$ cat src/rtl/inst_fetch_unit_pkg.sv
// Shared definitions for the instruction fetch front end: defaults,
// fetch-state encoding and the buffered fetch-entry layout.
package inst_fetch_unit_pkg;

  localparam int          FETCH_XLEN       = 32;
  localparam int          FETCH_FIFO_DEPTH = 4;
  localparam logic [31:0] FETCH_RESET_PC   = 32'h0000_0000;

  // RUN: normal fetching. FLUSH: wrong-path responses still owed by memory.
  typedef enum logic [1:0] {
    FS_RUN   = 2'd0,
    FS_FLUSH = 2'd1
  } fetch_state_e;

  typedef struct packed {
    logic [FETCH_XLEN-1:0] pc;
    logic [FETCH_XLEN-1:0] inst;
  } fetch_entry_t;

endpackage

$ cat src/rtl/inst_fetch_unit_sync_fifo.sv
// Registered synchronous FIFO with occupancy count and flush; the head entry
// is only visible the cycle after it was written (no write-to-read bypass).
module sync_fifo #(
  parameter int WIDTH = 64,
  parameter int DEPTH = 4
) (
  input  logic                       clk,
  input  logic                       rst,
  input  logic                       i_flush,
  input  logic                       i_push,
  input  logic [WIDTH-1:0]           i_data,
  input  logic                       i_pop,
  output logic                       o_valid,
  output logic [WIDTH-1:0]           o_data,
  output logic [$clog2(DEPTH):0]     o_count
);

  localparam int AW = $clog2(DEPTH);
  localparam int CW = AW + 1;

  logic [AW-1:0]             r_wr_ptr;
  logic [AW-1:0]             r_rd_ptr;
  logic [CW-1:0]             r_count;
  logic [DEPTH-1:0][WIDTH-1:0] w_entry;
  logic                      w_pop;
  logic                      w_push;

  // A push into a full FIFO is accepted only when the head leaves this cycle.
  assign w_pop  = i_pop && (r_count != '0);
  assign w_push = i_push && ((r_count != CW'(DEPTH)) || w_pop);

  always_ff @(posedge clk) begin
    if (rst || i_flush) begin
      r_wr_ptr <= '0;
      r_rd_ptr <= '0;
      r_count  <= '0;
    end else begin
      if (w_push) r_wr_ptr <= r_wr_ptr + AW'(1);
      if (w_pop)  r_rd_ptr <= r_rd_ptr + AW'(1);
      r_count <= r_count + CW'(w_push) - CW'(w_pop);
    end
  end

  genvar gi;
  generate
    for (gi = 0; gi < DEPTH; gi++) begin : g_entry
      logic [WIDTH-1:0] r_entry;
      always_ff @(posedge clk) begin
        if (rst) begin
          r_entry <= '0;
        end else if (w_push && !i_flush && (r_wr_ptr == AW'(gi))) begin
          r_entry <= i_data;
        end
      end
      assign w_entry[gi] = r_entry;
    end
  endgenerate

  assign o_data  = w_entry[r_rd_ptr];
  assign o_valid = (r_count != '0);
  assign o_count = r_count;

endmodule

$ cat src/rtl/inst_fetch_unit.sv
// Decoupled RV32I fetch front end: owns the PC, issues credit-limited word
// fetches, buffers responses with their PCs and discards wrong-path returns.
module inst_fetch_unit
  import inst_fetch_unit_pkg::*;
#(
  parameter int                    DATA_WIDTH = FETCH_XLEN,
  parameter int                    FIFO_DEPTH = FETCH_FIFO_DEPTH,
  parameter logic [DATA_WIDTH-1:0] RESET_PC   = FETCH_RESET_PC
) (
  input  logic                  clk,
  input  logic                  rst,
  output logic                  imem_req_valid,
  input  logic                  imem_req_ready,
  output logic [DATA_WIDTH-1:0] imem_req_addr,
  input  logic                  imem_resp_valid,
  input  logic [DATA_WIDTH-1:0] imem_resp_data,
  input  logic                  redirect,
  input  logic [DATA_WIDTH-1:0] redirect_pc,
  output logic                  inst_valid,
  input  logic                  inst_ready,
  output logic [DATA_WIDTH-1:0] inst,
  output logic [DATA_WIDTH-1:0] inst_pc
);

  localparam int CW = $clog2(FIFO_DEPTH) + 1;

  logic [DATA_WIDTH-1:0]   r_fetch_pc;
  logic [DATA_WIDTH-1:0]   r_resp_pc;
  logic [CW-1:0]           r_outstanding;
  logic [CW-1:0]           r_discard;
  fetch_state_e            r_state;

  logic [CW-1:0]           w_fifo_count;
  logic [CW:0]             w_credit_used;
  logic                    w_req_fire;
  logic                    w_push;
  logic [CW-1:0]           w_outstanding_next;
  logic [CW-1:0]           w_discard_next;
  logic [DATA_WIDTH-1:0]   w_target;
  logic [2*DATA_WIDTH-1:0] w_head;
  logic                    w_unused;

  // Buffered plus in-flight never exceeds the FIFO size, so every response has a slot.
  assign w_credit_used  = {1'b0, w_fifo_count} + {1'b0, r_outstanding};
  assign imem_req_valid = !rst && !redirect && (w_credit_used < (CW+1)'(FIFO_DEPTH));
  assign imem_req_addr  = r_fetch_pc;
  assign w_req_fire     = imem_req_valid && imem_req_ready;

  assign w_push             = imem_resp_valid && (r_discard == '0) && !redirect;
  assign w_outstanding_next = r_outstanding + CW'(w_req_fire) - CW'(imem_resp_valid);
  assign w_target           = {redirect_pc[DATA_WIDTH-1:2], 2'b00};
  assign w_unused           = ^redirect_pc[1:0];

  always_comb begin
    w_discard_next = r_discard;
    if (redirect) begin
      w_discard_next = w_outstanding_next;
    end else if (imem_resp_valid && (r_discard != '0)) begin
      w_discard_next = r_discard - CW'(1);
    end
  end

  always_ff @(posedge clk) begin
    if (rst) begin
      r_fetch_pc    <= RESET_PC;
      r_resp_pc     <= RESET_PC;
      r_outstanding <= '0;
      r_discard     <= '0;
      r_state       <= FS_RUN;
    end else begin
      r_outstanding <= w_outstanding_next;
      r_discard     <= w_discard_next;
      r_state       <= (w_discard_next != '0) ? FS_FLUSH : FS_RUN;
      if (redirect) begin
        r_fetch_pc <= w_target;
        r_resp_pc  <= w_target;
      end else begin
        if (w_req_fire) r_fetch_pc <= r_fetch_pc + DATA_WIDTH'(4);
        if (w_push)     r_resp_pc  <= r_resp_pc + DATA_WIDTH'(4);
      end
    end
  end

  sync_fifo #(
    .WIDTH (2*DATA_WIDTH),
    .DEPTH (FIFO_DEPTH)
  ) u_fifo (
    .clk     (clk),
    .rst     (rst),
    .i_flush (redirect),
    .i_push  (w_push),
    .i_data  ({r_resp_pc, imem_resp_data}),
    .i_pop   (inst_ready),
    .o_valid (inst_valid),
    .o_data  (w_head),
    .o_count (w_fifo_count)
  );

  assign inst    = w_head[DATA_WIDTH-1:0];
  assign inst_pc = w_head[2*DATA_WIDTH-1:DATA_WIDTH];

  // A response with nothing in flight means the memory side lost sync with us.
  a_no_stray_resp: assert property (@(posedge clk) disable iff (rst)
    imem_resp_valid |-> (r_outstanding != '0));

  a_credit_bounds: assert property (@(posedge clk) disable iff (rst)
    (r_discard <= r_outstanding) && (r_outstanding <= CW'(FIFO_DEPTH)));

endmodule

$ cat config.mk
export PLATFORM = sky130hd
export DESIGN_NAME = inst_fetch_unit
export DESIGN_NICKNAME = d
export VERILOG_FILES = /design/src/rtl/inst_fetch_unit_pkg.sv /design/src/rtl/inst_fetch_unit_sync_fifo.sv /design/src/rtl/inst_fetch_unit.sv
export SDC_FILE = /design/constraint.sdc
export NUM_CORES = 1
export LEC_CHECK = 0
export BUFFER_PORTS_ARGS = -buffer_cell sky130_fd_sc_hd__clkbuf_2
export CELL_PAD_IN_SITES_DETAIL_PLACEMENT = 0
export CELL_PAD_IN_SITES_GLOBAL_PLACEMENT = 1
export CORE_MARGIN = 2
export CORE_UTILIZATION = 40
export DETAILED_ROUTE_END_ITERATION = 7
export PLACE_DENSITY = 0.8
export SYNTH_ARGS = -nofsm -noshare
export SYNTH_HDL_FRONTEND = slang
export SYNTH_SLANG_ARGS = --single-unit
export TNS_END_PERCENT = 1
$ cat constraint.sdc
create_clock -name clk -period 2.8 [get_ports clk]
set_clock_uncertainty 0.15 [all_clocks]
set_input_delay 0.56 -clock clk [delete_from_list [all_inputs] [get_ports clk]]
set_output_delay 0.56 -clock clk [all_outputs]
set_load 0.02 [all_outputs]
==> reports/qor.yml, run 1 <==
setup_violations: 0
grt_pass1_wl_mm: 62.3
cellLeakagePower_uw: 0.00600
grt_max_degree: 163
synth_compound_area_share_pct: 13.4
antenna_found_initial: 0
grt_pass1_vias: 11700
setup.worst_path.end_class: "output port"
syn_to_final_growth_pct: 18.2
synth_flop_cell: "dfxtp_1"
postSynth.asyncResetShare_pct: 0
drt-total-wl_mm: 39.9
htree_levels: 2
rows: 69
die_x_um: 193
synth_edf_count: 0
first_iter_violations: 770
mostFrequentLayoutCells: "529 x nand2_1, 316 x dfxtp_1, 278 x a21oi_1"
hold_buffers: 0
numCtsBuffers: 36
min_from: "imem_resp_data[4]"
fin_nets: 1869
drt.antenna.violating_nets: 0
die_h_um: 193
coreArea_sq_mm: 0.0354
layout-drive-gt1-share_pct: 20.8
cts_sinks: 321
yosysWarnings: 0
period_needed_ps: 2730
pwr_density_cell_mw_per_mm2: 632
required_ps: 2090
tightest_slew_ps: 914
finalCritPeriodShare_pct: 97.4
maxCapViolations: 0
total_power_uw: 10700
cts.path.max_buffers: 3
rsz0062_at_grt: "no"
vias: 12100
crit_buf_inv: 2
gp_congestion: 0.814
crit_chain: "buf_12, mux4_2, clkbuf_2"
syn_inst: 1674
first_pass_iters: 5
insertion_delay_ps: 510
netlist_area_sq_mm: 0.0143
maxSlewViolCount: 0
fmax_ghz: 0.367
start_kind: "flop"
slowest_stage: "dfxtp_2"
synth.distinct_cells: 62
track_usage_pct: 21.1
final_hold_viol_count: 0
layout_commonest_cell: "nand2_1"
num_antenna_cells: 0
overflow: 0
avgSynthCellArea_sq_um: 8.54
muxShareOfSynthArea_pct: 10.2
wl_per_cell_um: 17.6
synthSimpleGateAreaFrac_pct: 21.3
synth_xor_area_share_pct: 2.94
startpoint: "u_fifo.r_rd_ptr[0]$_SDFFE_PP0P_"
clk_pin_slew_ps: 60
path_max_fanout: 34
ir_worst_vdd_v: 0.000460
grt_busiest_layer: "met2"
synth_top_family_by_area: "simple AND/OR/NAND/NOR gates"
yosysSeqAreaShare_pct: 45.0
viasPerCell: 5.35
synth_area_leaders: "dfxtp_1 45%, nand2_1 14%, mux4_2 9.8%"
cp_data_arrival_time_ps: 2020
ys_ff_latch: 321
ioPinCount: 168
met2_usage_pct: 36.4
status: "completed"
initial_core_util_pct: 40.4
clockRootBuffer: "clkbuf_16"
use_met3_pct: 3.19
remaining_drc_errors: 0
dp_hpwl_mm: 25.3
synthAdderAreaFrac_pct: 1.51
r2r-start: "u_fifo.o_count[2]$_SDFF_PP0_"
synth_top_area_share_pct: 45.0
crit_family: "flip-flops"
synth_area_leader_cell: "dfxtp_1"
port_buffers: 161
setup_ws_ps: 72.5
dp_slack_ps: 88.0
grt_use_met1_pct: 27.7
cpPeakStageDelay_ps: 620
hold_path.class: "in2reg"
slew_headroom_pct: 39.1
cts_tree: "done"
die_area_sq_mm: 0.0373
crit_type: "reg2out"
[per-stage QoR]
stage,instance area [sq um],setup TNS (ps),util (%),cells,hold slack [ps]
2_1_floorplan,14400,-125,-,1677,283
3_3_place_gp,15700,0,44.4,2204,288
3_5_place_dp,15700,0,44.4,2204,294
4_1_cts,16900,0,47.7,2267,135
5_1_grt,16900,0,47.7,2267,143
6_report,16900,0,47.7,2267,159
[state kept, by name, indices dropped and copies added (netlist names)]
signal,flops
imem_req_addr,30
r_outstanding,3
u_fifo.o_count,3
u_fifo.g_entry.r_entry,248
u_fifo.r_wr_ptr,2
r_discard,3
r_resp_pc,30
u_fifo.r_rd_ptr,2
[final timing paths]
kind / end / slack [ps] / cells after the start
min reg2reg: u_fifo.g_entry[3].r_entry[39]$_SDFFE_PP0P_ / 300 / 2
max reg2reg: r_discard[2]$_SDFFE_PP0P_ / 100 / 11
min: u_fifo.g_entry[1].r_entry[4]$_SDFFE_PP0P_ / 160 / 3
max: inst_pc[13] / 70 / 3
[synth_stat cells (all sizes together), types with 8 or more instances]
library cell	n
a21boi	22
nor2	33
nand2	533
mux4	62
inv	34
nor3	13
clkbuf	89
nor4	13
o21ai	8
and4	9
nand4	25
nand3	29
a211oi	12
a21oi	278
ha	14
and2	11
and3	12
xor2	23
dfxtp	321
xnor2	25
buf	53
[tightest hold or removal path: cells and delay by family]
kind | cells | cell delay [ps]
simple gates | 1 | 60
buf+inv | 1 | 110
compound gates | 1 | 50
[per-layer routing]
metal  vias to the layer above  part of all wire, %
met1                      5849                   43
met2                       319                   49
li1                       5916                    -
met4                         0                  1.8
met5                         -                    0
met3                        50                  5.7
[logic make-up (layout without fill, tap and decap cells)]
group,count (synthesis),count (layout)
AOI/OAI and AO/OA,347,347
xor gates and xnor gates,48,48
adders and majority gates,16,16
buffers and inverters,176,305
DFF,321,321
muxes,68,68
other,1,4
and+or+nand+nor,697,697
[final cells by class]
type,instances,area (sq um)
Timing Repair Buffer,210,1430
Tap cell,461,577
Fill cell,3417,18500
Clock buffer,51,1100
Sequential cell,321,6430
Clock inverter,10,66.3
Multi-Input combinational cell,1180,7150
Inverter,34,128
[what timing repair did]
item | CTS | global route
setup endpoints to repair | 47 | 1
buffers inserted | 2 | 0
resized for setup | 0 | 1
[report_power, final]
part	switching (uW)	internal, uW
clock	1870	2730
combinational	715	460
sequential	176	4720
total	2760	7910
No activity file was read; power rests on OpenSTA's default activity.
==> run 2, diff against run 1 <==
--- a/config.mk
+++ b/config.mk
@@ -8,10 +8,11 @@
 export BUFFER_PORTS_ARGS = -buffer_cell sky130_fd_sc_hd__clkbuf_2
 export CELL_PAD_IN_SITES_DETAIL_PLACEMENT = 0
 export CELL_PAD_IN_SITES_GLOBAL_PLACEMENT = 1
+export CORE_ASPECT_RATIO = 0.6
 export CORE_MARGIN = 2
-export CORE_UTILIZATION = 40
+export CORE_UTILIZATION = 44
 export DETAILED_ROUTE_END_ITERATION = 7
-export PLACE_DENSITY = 0.8
+export PLACE_DENSITY = 0.84
 export SYNTH_ARGS = -nofsm -noshare
 export SYNTH_HDL_FRONTEND = slang
 export SYNTH_SLANG_ARGS = --single-unit
==> constraint.sdc (replaced) <==
create_clock -name clk -period 2.9 [get_ports clk]
set_clock_uncertainty 0.15 [all_clocks]
set_input_delay 0.58 -clock clk [delete_from_list [all_inputs] [get_ports clk]]
set_output_delay 0.58 -clock clk [all_outputs]
set_load 0.02 [all_outputs]
==> reports/qor.yml, run 2 (synthesis gave the netlist of run 1 again) <==
grt_max_degree: 218
final_hold_viol_count: 0
remaining_drc_errors: 0
die_area_sq_mm: 0.0340
holdWs_ps: 93.9
drt-total-wl_mm: 40.0
period_needed_ps: 2790
syn_to_final_growth_pct: 16.0
p_comb_share_pct: 11.2
numCtsBuffers: 30
ir_worst_vdd_v: 0.000479
die_h_um: 144
internal_power_uw: 7360
htree_levels: 1
crit_chain: "buf_4, mux4_2, clkbuf_2"
drt.antenna.violating_nets: 0
holdPathStages: 3
port_buffers: 161
grt_pass1_wl_mm: 63.2
hold_buffers: 0
clockRootBuffer: "clkbuf_16"
setup_violations: 0
rsz0062_at_grt: "no"
insertion_delay_ps: 570
layout_commonest_cell: "nand2_1"
die_x_um: 237
fmax_ghz: 0.358
largest_register_ffs: 248
gp_congestion: 0.814
initial_core_util_pct: 44.4
finalSetupTns_ps: 0
path_max_fanout: 10
slew_headroom_pct: 34.3
cellLeakagePower_uw: 0.00588
hold_path.class: "in2reg"
overflow: 0
total_power_uw: 9980
grt_pass1_vias: 11700
cp_data_arrival_time_ps: 2060
vias: 12200
p_clk_share_pct: 41.4
viasPerCell: 5.49
coreArea_sq_mm: 0.0322
cts.path.max_buffers: 3
crit_cells: 3
status: "completed"
switching_share_pct: 26.3
setup.worst_path.end_class: "output port"
wl_per_cell_um: 18.0
num_antenna_cells: 0
seq_power_share_pct: 47.4
pwr_density_cell_mw_per_mm2: 602
net-switching-power_uw: 2620
finalCritPeriodShare_pct: 96.3
regMostFlops: "u_fifo.g_entry.r_entry"
maxCapViolations: 0
cpPeakStageDelay_ps: 540
start_kind: "flop"
tightest_slew_ps: 985
first_pass_iters: 5
antenna_found_initial: 0
rows: 51
track_usage_pct: 23.1
crit_buf_inv: 2
cts_tree: "done"
nFillCells: 2933
cts_sinks: 321
fin_nets: 1858
required_ps: 2170
first_iter_violations: 966
slowest_stage: "dfxtp_2"
mostFrequentLayoutCells: "529 x nand2_1, 316 x dfxtp_1, 278 x a21oi_1"
layout-drive-gt1-share_pct: 20.2
clk_pin_slew_ps: 70
ioPinCount: 168
crit_type: "reg2out"
crit_family: "flip-flops"
reg2reg_depth: 11
dp_hpwl_mm: 25.3
maxSlewViolCount: 0
-- run 2: cell types whose count changed in the layout (fill, tap and decap cells not counted), moves of 2 or more --
| cell | change |
|---|---|
| clkbuf_16 | -7 |
| buf_12 | -6 |
| clkbuf_8 | -4 |
| bufinv_16 | +3 |
| clkinv_2 | +2 |
| clkinv_4 | +2 |
-- run 2: layout make-up --
cell class                      instances  area [sq um]  area share (%)
Inverter                               34           128           0.770
Timing Repair Buffer                  205          1320            7.96
Clock inverter                         15           160           0.966
Clock buffer                           41           873            5.27
Multi-Input combinational cell       1180          7140            43.0
Tap cell                              424           531            3.20
Sequential cell                       321          6430            38.8
-- run 2: timing repair --
action / in CTS / in global routing
endpoints found under the setup margin: 18 / 0
endpoints found under the hold margin: 0 / 0
setup buffers: 2 / 0
resized for setup: 0 / 0
-- run 2: worst reg2reg max path: cells and delay by family (launching register included) --
family,cells,cell delay [ps]
compound gates,1,90
xor+xnor,2,370
fa+ha+maj,4,1010
buf+inv,2,80
flops,1,380
simple gates,2,460
-- run 2: worst paths after layout --
check | startpoint | endpoint | slack, ps
worst max register to register | u_fifo.o_count[2]$_SDFF_PP0_ | r_discard[2]$_SDFFE_PP0P_ | 210
worst min-delay path | redirect_pc[24] | imem_req_addr[24]$_SDFFE_PP0P_ | 90
worst max-delay path | u_fifo.r_rd_ptr[0]$_SDFFE_PP0P_ | inst_pc[31] | 110
worst min register to register | u_fifo.g_entry[1].r_entry[6]$_SDFFE_PP0P_ | u_fifo.g_entry[1].r_entry[6]$_SDFFE_PP0P_ | 300
-- run 2: metal layers --
layer,up-vias,part of all wire [%],GRT usage (%)
met5,-,0,0
met4,0,2.0,5.63
met3,54,5.5,3.73
met2,321,45,36.6
met1,5945,48,33.1
li1,5872,-,-
-- run 2: power by group through the flow --
stage	Sequential, uW	Combinational (uW)	Clock [uW]
after CTS	4720	1120	4220
after global placement	4820	1100	0
final	4730	1120	4130
after global routing	4740	1220	4390
after detailed placement	4820	1120	0
after floorplan	4770	752	0
-- run 2: per-stage QoR --
step	setup slack (ps)	utilization (%)	area, sq um	instances
global route	25.5	51.5	16600	2220
detailed placement	158	48.2	15500	2162
global placement	202	48.2	15500	2162
floorplan	3.49	-	14400	1677
finish	107	51.5	16600	2220
CTS	65.9	51.5	16600	2220
==> run 3, diff against run 2 <==
--- a/config.mk
+++ b/config.mk
@@ -10,10 +10,11 @@
 export CELL_PAD_IN_SITES_GLOBAL_PLACEMENT = 1
 export CORE_ASPECT_RATIO = 0.6
 export CORE_MARGIN = 2
-export CORE_UTILIZATION = 44
+export CORE_UTILIZATION = 45
 export DETAILED_ROUTE_END_ITERATION = 7
-export PLACE_DENSITY = 0.84
+export PLACE_DENSITY = 0.81
 export SYNTH_ARGS = -nofsm -noshare
 export SYNTH_HDL_FRONTEND = slang
+export SYNTH_HIERARCHICAL = 1
 export SYNTH_SLANG_ARGS = --single-unit
 export TNS_END_PERCENT = 1
==> reports/qor.yml, run 3 <==
first_pass_iters: 5
reg2reg_depth: 10
drt-total-wl_mm: 38.3
synth_top_area_share_pct: 41.3
maxSlewViolCount: 0
grt_max_degree: 251
final_hold_viol_count: 0
die_h_um: 150
pwr_density_cell_mw_per_mm2: 555
p_comb_share_pct: 9.4
synth.distinct_cells: 65
postSynth.asyncResetShare_pct: 0
dp.cells: 2050
track_usage_pct: 20.9
tightest_slew_ps: 1150
synth_area_leaders: "dfxtp_1 41%, mux2i_1 16%, nand2b_1 13%"
layout_commonest_cell: "dfxtp_1"
cts.path.max_buffers: 3
numCtsBuffers: 34
syn_inst: 1491
hold_path.class: "in2reg"
synth_edf_count: 0
first_iter_violations: 835
insertion_delay_ps: 520
cts_tree: "done"
die_x_um: 247
gp_congestion: 0.912
yosysWarnings: 6
nFillCells: 3084
p_clk_share_pct: 43.6
port_buffers: 163
ir_worst_vdd_v: 0.000338
maxCapViolations: 0
syn_to_final_growth_pct: 14.4
regMostFlops: "u_fifo/g_entry.r_entry"
grt_pass1_vias: 11600
grt_pass1_wl_mm: 62.2
synth_flop_cell: "dfxtp_1"
crit_type: "reg2out"
num_antenna_cells: 0
start_kind: "flop"
setup_ws_ps: 106
drt.antenna.violating_nets: 0
netlist_area_sq_mm: 0.0159
finalCritPeriodShare_pct: 96.4
switching_share_pct: 24.3
internal_power_uw: 7670
path_max_fanout: 22
fin_nets: 1705
remaining_drc_errors: 0
rows: 53
ys_ff_latch: 329
fin_cells: 2108
overflow: 0
mostFrequentLayoutCells: "327 x dfxtp_1, 321 x nand2b_1, 258 x mux2i_1"
net-switching-power_uw: 2460
cellLeakagePower_uw: 0.00775
initial_core_util_pct: 45.6
coreArea_sq_mm: 0.0349
viasPerCell: 5.48
finalSetupTns_ps: 0
status: "completed"
slew_headroom_pct: 23.6
htree_levels: 2
cts_sinks: 329
ff2ff_setup_slack_ps: 210
avgSynthCellArea_sq_um: 10.7
required_ps: 2170
cp_data_arrival_time_ps: 2060
antenna_found_initial: 0
period_needed_ps: 2790
min_from: "redirect_pc[31]"
clockRootBuffer: "clkbuf_16"
ioPinCount: 168
largest_register_ffs: 256
fmax_ghz: 0.358
rr_endpoint: "r_discard[2]$_SDFFE_PP0P_"
whs_endpoint: "imem_req_addr[31]$_SDFFE_PP0P_"
setup_violations: 0
yosysSeqAreaShare_pct: 41.3
synth_most_common_cell: "dfxtp_1"
vias: 11600
clk_pin_slew_ps: 70
startpoint: "u_fifo/r_rd_ptr[0]$_SDFFE_PP0P_"
seq_power_share_pct: 47.0
r2r-start: "u_fifo/o_count[2]$_SDFF_PP0_"
die_area_sq_mm: 0.0370
synth_commonest_cells: "329 x dfxtp_1, 321 x nand2b_1, 258 x mux2i_1"
dp_slack_ps: 155
setup.worst_path.end_class: "output port"
wl_per_cell_um: 18.2
holdPathStages: 3
layout-drive-gt1-share_pct: 20.8
synth_area_leader_cell: "dfxtp_1"
rsz0062_at_grt: "no"
dp_hpwl_mm: 25.2
-- run 3: cell count changes after synthesis, sizes merged, moves of 14 or more --
cell / before / now
mux2i: 3 / 258
a21boi: 22 / 1
a21oi: 278 / 26
clkbuf: 89 / 57
a31oi: 5 / 19
nand2: 533 / 54
xor2: 23 / 8
nand2b: 0 / 321
-- run 3: worst max-delay path, stage by stage, from the launching register on --
cell      delay (ps)
dfxtp_4          540
buf_12           250
mux4_2           560
clkbuf_2         180
-- run 3: final cells by class --
| type | count | area (sq um) | area share [%] |
|---|---|---|---|
| Clock buffer | 51 | 986 | 5.41 |
| Clock inverter | 7 | 114 | 0.624 |
| Inverter | 25 | 93.8 | 0.515 |
| Multi-Input combinational cell | 1030 | 8620 | 47.3 |
| Sequential cell | 329 | 6590 | 36.2 |
| Tap cell | 467 | 584 | 3.20 |
| Timing Repair Buffer | 199 | 1240 | 6.83 |
-- run 3: power by group through the flow --
| stage | logic, uW | registers, uW | clock network [uW] |
|---|---|---|---|
| final | 953 | 4750 | 4420 |
| after global routing | 1040 | 4770 | 4720 |
| after CTS | 951 | 4750 | 4540 |
| after detailed placement | 947 | 4850 | 0 |
| after global placement | 937 | 4850 | 0 |
| after floorplan | 661 | 4850 | 0 |
-- run 3: repair_timing --
item / 4_1_cts / 5_1_grt
setup buffers: 0 / 0
gates resized for setup: 0 / 1
endpoints found under the setup margin: 0 / 3
hold buffers: 0 / 0
-- run 3: routing by layer --
metal	up-vias	share of wire, %	track usage [%]
met5	-	0	0
met4	0	1.8	5.24
li1	5538	-	-
met2	267	45	32.3
met1	5694	48	30.0
met3	54	5.5	4.14
-- run 3: kinds of logic (layout without fill, tap and decap cells) --
kind of cell	count (synthesis)	after routing	synth area share, %
buffers and inverters	135	282	4.77
AND/OR/NAND/NOR	540	540	20.6
XOR/XNOR	35	35	1.92
AO/OA/AOI/OAI	113	113	4.80
multiplexers	322	322	25.2
adder cells (fa/ha/maj)	16	16	1.35
flip-flops	329	329	41.3
other	1	4	0.0235
-- run 3: metrics by stage --
| step | hold WS (ps) | utilization (%) | area, sq um | power, uW |
|---|---|---|---|---|
| floorplan | 295 | - | 16000 | 5510 |
| global placement | 305 | 49.0 | 17100 | 5790 |
| detailed placement | 312 | 49.0 | 17100 | 5800 |
| CTS | 123 | 52.2 | 18200 | 10200 |
| global route | 143 | 52.2 | 18200 | 10500 |
| finish | 143 | 52.2 | 18200 | 10100 |
-- run 3: how the worst max path moves through the flow --
stage,cells past startpoint,endpoint,slack [ps]
after floorplan,11,r_discard[2]$_SDFFE_PP0P_,30
after global placement,10,r_discard[2]$_SDFFE_PP0P_,140
after detailed placement,10,r_discard[2]$_SDFFE_PP0P_,150
after CTS,3,inst[5],80
after global routing,3,inst[5],30
final,3,inst[5],110
